`src/rtl/seg7_pkg.sv`:
```
`default_nettype none
// ============================================================================
// seg7_pkg : shared constants and types for the 8-digit seven-segment scanner
// Revision : 1.0
// ============================================================================
package seg7_pkg;

  localparam int NUM_DIGITS = 8;

  localparam logic [7:0] SEG_OFF = 8'hFF;
  localparam logic [7:0] NA_OFF  = 8'hFF;

  // Active-low {dp,g,f,e,d,c,b,a} glyphs with dp off; element n is hex digit n.
  localparam logic [15:0][7:0] SEG_TABLE = {
    8'h8E, 8'h86, 8'hA1, 8'hC6, 8'h83, 8'h88, 8'h90, 8'h80,
    8'hF8, 8'h82, 8'h92, 8'h99, 8'hB0, 8'hA4, 8'hF9, 8'hC0
  };

  typedef struct packed {
    logic [31:0] data;
    logic [7:0]  dp;
  } disp_t;

  function automatic logic [7:0] digit_sel(input logic [2:0] idx);
    return ~(8'd1 << idx);
  endfunction

endpackage
`default_nettype wire

```
`src/rtl/seg7_decode.sv`:
```
`default_nettype none
// ============================================================================
// seg7_decode : combinational hex nibble to active-low segment decode
// Revision    : 1.0
// ============================================================================
module seg7_decode
  import seg7_pkg::*;
(
  input  logic [3:0] nib,
  output logic [6:0] seg
);

  assign seg = SEG_TABLE[nib][6:0];

endmodule
`default_nettype wire

```
`src/rtl/seg7_scan.sv`:
```
`default_nettype none
// ============================================================================
// seg7_scan : 8-digit multiplexed seven-segment driver with tear-free update
// Revision  : 1.0
// ============================================================================
module seg7_scan
  import seg7_pkg::*;
#(
  parameter int SCAN_DIV = 100000
) (
  input  logic        CLK,
  input  logic        RST,
  input  logic [31:0] DATA,
  input  logic [7:0]  DP,
  input  logic        LOAD,
  input  logic        BLANK_LZ,
  output logic [7:0]  NA,
  output logic [7:0]  SEG,
  output logic        FRAME
);

  localparam logic [19:0] CNT_LAST = 20'(SCAN_DIV - 1);
  localparam logic [2:0]  IDX_LAST = 3'(NUM_DIGITS - 1);

  logic [19:0] cnt_q, cnt_d;
  logic [2:0]  idx_q, idx_d;
  disp_t       disp_q, disp_d;
  disp_t       pend_q, pend_d;
  logic        pend_v_q, pend_v_d;
  logic [7:0]  na_q, na_d;
  logic [7:0]  seg_q, seg_d;
  logic        frame_q, frame_d;

  logic        tick;
  logic        commit;
  logic        lead_zero;
  logic [3:0]  cur_nib;
  logic [6:0]  glyph;

  assign cur_nib = disp_q.data[{idx_q, 2'b00} +: 4];

  seg7_decode u_decode (
    .nib (cur_nib),
    .seg (glyph)
  );

  always_comb begin
    tick    = (cnt_q == CNT_LAST);
    commit  = tick && (idx_q == IDX_LAST);
    cnt_d   = tick ? 20'd0 : cnt_q + 20'd1;
    idx_d   = tick ? idx_q + 3'd1 : idx_q;
    frame_d = commit;

    pend_d   = pend_q;
    pend_v_d = pend_v_q;
    disp_d   = disp_q;
    if (LOAD) begin
      pend_d = '{data: DATA, dp: DP};
    end
    // The display only changes at the frame wrap; a coinciding LOAD bypasses pending.
    if (commit) begin
      pend_v_d = 1'b0;
      if (LOAD) begin
        disp_d = '{data: DATA, dp: DP};
      end else if (pend_v_q) begin
        disp_d = pend_q;
      end
    end else if (LOAD) begin
      pend_v_d = 1'b1;
    end

    lead_zero = (idx_q != 3'd0);
    for (int k = 0; k < NUM_DIGITS; k++) begin
      if ((k >= int'(idx_q)) && (disp_q.data[4*k +: 4] != 4'd0)) begin
        lead_zero = 1'b0;
      end
    end

    seg_d[6:0] = (BLANK_LZ && lead_zero) ? 7'h7F : glyph;
    seg_d[7]   = ~disp_q.dp[idx_q];
    na_d       = digit_sel(idx_q);
  end

  always_ff @(posedge CLK or negedge RST) begin
    if (!RST) begin
      cnt_q    <= 20'd0;
      idx_q    <= 3'd0;
      disp_q   <= '0;
      pend_q   <= '0;
      pend_v_q <= 1'b0;
      na_q     <= NA_OFF;
      seg_q    <= SEG_OFF;
      frame_q  <= 1'b0;
    end else begin
      cnt_q    <= cnt_d;
      idx_q    <= idx_d;
      disp_q   <= disp_d;
      pend_q   <= pend_d;
      pend_v_q <= pend_v_d;
      na_q     <= na_d;
      seg_q    <= seg_d;
      frame_q  <= frame_d;
    end
  end

  assign NA    = na_q;
  assign SEG   = seg_q;
  assign FRAME = frame_q;

endmodule
`default_nettype wire

```
`config.mk`:
```
export PLATFORM = sky130hd
export DESIGN_NAME = seg7_scan
export DESIGN_NICKNAME = d
export VERILOG_FILES = /design/src/rtl/seg7_pkg.sv /design/src/rtl/seg7_decode.sv /design/src/rtl/seg7_scan.sv
export SDC_FILE = /design/constraint.sdc
export NUM_CORES = 1
export LEC_CHECK = 0
export CAP_MARGIN = 20
export CORE_UTILIZATION = 58
export CTS_BUF_LIST = sky130_fd_sc_hd__clkbuf_8
export CTS_CLUSTER_SIZE = 8
export DETAILED_ROUTE_END_ITERATION = 16
export PLACE_DENSITY_LB_ADDON = 0.1
export SYNTH_ARGS = -nofsm -noshare
export SYNTH_HDL_FRONTEND = slang
export SYNTH_HIERARCHICAL = 1
export SYNTH_SLANG_ARGS = --single-unit
```
`constraint.sdc`:
```
create_clock -name CLK -period 3.8 [get_ports CLK]
set_input_delay 0.38 -clock CLK [delete_from_list [all_inputs] [get_ports CLK]]
set_output_delay 0.38 -clock CLK [all_outputs]
set_load 0.1 [all_outputs]
```
==> run metrics <==
Routed Antenna Nets 0; Worst Hold Class primary input to async pin; IO Pins 61; status finished clean; initial antenna violation count 0; sequential element share of the synthesized area 56.2%; synthesized instance count 390; GRT overflow 0; Die Wd 98.7 um; Post-Syn Nets 448; core area 8890 um2; Final Instance Count excl. Fillers 578; number of detailed-route iterations in the first pass 5; Power Density 441 nW/um2; H-tree levels 4; CP dominant cell by count nand2_1; final core occ 73.5%; Fmax 346 MHz; Layout area overhead 20.4%; DPL Wire Length 6700 um; RSZ-0062 raised after global routing false; postcts setup bufs 0; PnR worst setup slack 0.906 ns; Die ar. 9740 um2; Layout Skew 0.0125 ns; syn avg cell area 13.9 um2; multiplexer area fraction after synthesis 23.5%; DR iter-0 viols 163; number of synthesized flops with an enable pin 0; Worst VDD drop 0.262 mV; Final Cycle Share 76.2%; startpoint types flop; maximum root-to-sink buffer count 2; DRC viols 0; Netlist cell types 46; first-pass GRT wire length 16900 um; worst setup path class flop to flop; Yosys reg bits 121; clock slew at the register clock pins of the worst setup and hold paths 0.07 ns; Main synth FF type dfrtp_1; Ys Warns 6; WL/cell 17.4 um; CP cell instances mux4_2, nand2_1, nand2_1, inv_1, ha_1, and2b_2, or3b_1, o21ai_0, o21bai_1; Routability Congestion 0.873; clk sinks 121; vias in the first global route 3413; cts bufs inserted 17; max-slew violation count 0; Port Buf Inserts 60; pre-CTS setup slack 0.932 ns; Relative slew margins 34.9%; endpoints failing hold 0; final setup fails 0; FFs w/ async S/R, synth 100%; NumNets Final 515; Crit Path Max Fanout 15; Setup TNS 0 ns; area of the multi-input gates 2230 um2; Adder-Cell Fraction of Synth Area 3.23%; Die Span Y 98.7 um; CTS tree built; Final Critical Period 2.89 ns; share of cells above drive strength 1 31.9%; crit path max-delay cell type dfrtp_1; Worst setup EP type flop; ANT cells 0; largest family of logic cells by synthesized area multiplexers; dpl cells 546; Clk Tree Root Cell clkbuf_8; Compound-Gate Fraction of Synth Area 2.72%; filler instances 597; Initial Util 61.0%; Max Cap Violations 0; CTS Hold Bufs 0; Routed WL 10100 um; GRT Resource Usage Total 23.2%; Sequential Area 3050 um2; num rows 34; post-synthesis simple-gate area fraction 9.02%; CP peak stage delay 0.83 ns; Buf/Inv on CP 1; pin count of the biggest net entering global routing 77; vias 3282; worst slew pin tran 0.974 ns; post-CTS sizing 0; Post-Synth XOR/XNOR Area 2.75%; crit path DAT 3.25 ns; Post-Syn Area 5420 um2; CP required 4.15 ns; clk_lat worst skew 0.43 ns; drt via density 5.68; LEAKAGE 2.85 nW; CP delay by family, top flip-flops
[logic make-up (layout without fill, tap and decap cells)]
logic type / after synthesis / count (layout)
adders and majority gates: 14 / 14
buffers and inverters: 27 / 107
xor gates and xnor gates: 17 / 17
AOI/OAI and AO/OA: 21 / 21
and+or+nand+nor: 91 / 91
muxes: 99 / 99
DFF: 121 / 121
[report_power, final]
part           internal [W]  total, W  leakage (nW)  switching, W
logic              0.000124  0.000255          1.13      0.000131
registers           0.00136   0.00138          1.50     0.0000269
clock network      0.000744   0.00124         0.223      0.000500
total               0.00222   0.00288          2.85      0.000658
[per-layer routing]
metal	GRT usage, %	part of all wire (%)	vias up	wire length [um]
li1	-	-	1525	-
met1	29.7	44	1631	4400
met2	36.9	49	100	4930
met3	6.67	5.2	26	525
met4	11.0	2.0	0	199
met5	0	0	-	0
[synth_stat cells, drive strengths merged (2+ instances only)]
cell type,instances,share of area (%)
a21oi,5,0.46
nand3,7,0.74
or4,4,0.62
xor2,9,1.5
o21bai,7,0.97
mux2i,6,1.1
mux2,82,18
o21ai,3,0.28
mux4,11,4.6
nor2,17,1.2
nand2,29,2.0
inv,11,0.76
ha,14,3.2
nor4,14,1.9
buf,12,1.6
nor3,5,0.46
nand4,3,0.35
or3,2,0.25
xnor2,8,1.3
clkbuf,4,0.28
a22o,2,0.32
dfstp,16,7.8
dfrtp,105,48
and4,2,0.35
[state kept, by name (all words and copies together), names as in the netlist]
signal and count:
pend_v_q 1, FRAME 1, pend_q 40, NA 8, idx_q 3, cnt_q 20, SEG 8, disp_q 40
[cell type report]
type                            instances  area share (%)
Clock buffer                           19            4.00
Clock inverter                         13            2.70
Inverter                               11           0.632
Multi-Input combinational cell        242            34.2
Sequential cell                       121            46.7
Tap cell                              108            2.07
Timing Repair Buffer                   64            9.73
[worst reg2reg max path: cells and delay by family, from the launching register on]
| kind | cells | cell delay, ns |
|---|---|---|
| flip-flops | 1 | 0.83 |
| AND/OR/NAND/NOR | 4 | 0.83 |
| multiplexers | 1 | 0.59 |
| adder cells (fa/ha/maj) | 1 | 0.22 |
| AO/OA/AOI/OAI | 2 | 0.20 |
| buffers and inverters | 1 | 0.17 |
[through the flow]
stage,hold WS [ns],cell area [um2],total power [W]
global route,0.167,6530,0.00299
detailed placement,0.460,6090,0.00166
finish,0.0956,6530,0.00288
floorplan,0.0844,5420,0.00155
CTS,0.115,6530,0.00292
global placement,0.462,6090,0.00165
[cell usage in the layout, fill, tap and decap left out, types with 4 or more instances in the layout]
cell,synthesis,routed
clkdlybuf4s50_1,0,58
dfrtp_1,105,105
a21oi_1,5,5
buf_4,0,4
mux2_4,10,10
inv_1,11,12
xor2_1,9,9
o21bai_1,7,7
mux2_2,71,71
xnor2_1,8,8
nor2_1,17,17
nand2_1,29,29
ha_1,14,14
nor3_1,5,5
bufinv_16,0,4
mux4_2,10,10
nor4_1,13,13
nand3_1,6,6
clkinv_2,0,4
mux2i_1,6,6
dfstp_2,16,16
clkbuf_8,0,19
[worst paths after layout]
check	start	to	slack [ns]	cells past startpoint
worst max-delay path	idx_q[0]$_DFFE_PN0N_	SEG[0]$_DFF_PN1_	0.91	9
worst min-delay path	RST	pend_q[19]$_DFFE_PN0P_	0.1	1
worst max register to register	idx_q[0]$_DFFE_PN0N_	SEG[0]$_DFF_PN1_	0.91	9
worst min register to register	cnt_q[19]$_DFF_PN0_	cnt_q[19]$_DFF_PN0_	0.48	1
max in group asynchronous	RST	SEG[7]$_DFF_PN1_	2.90	2
min in group CLK	cnt_q[19]$_DFF_PN0_	cnt_q[19]$_DFF_PN0_	0.48	1
No activity file was read; power rests on OpenSTA's default activity.
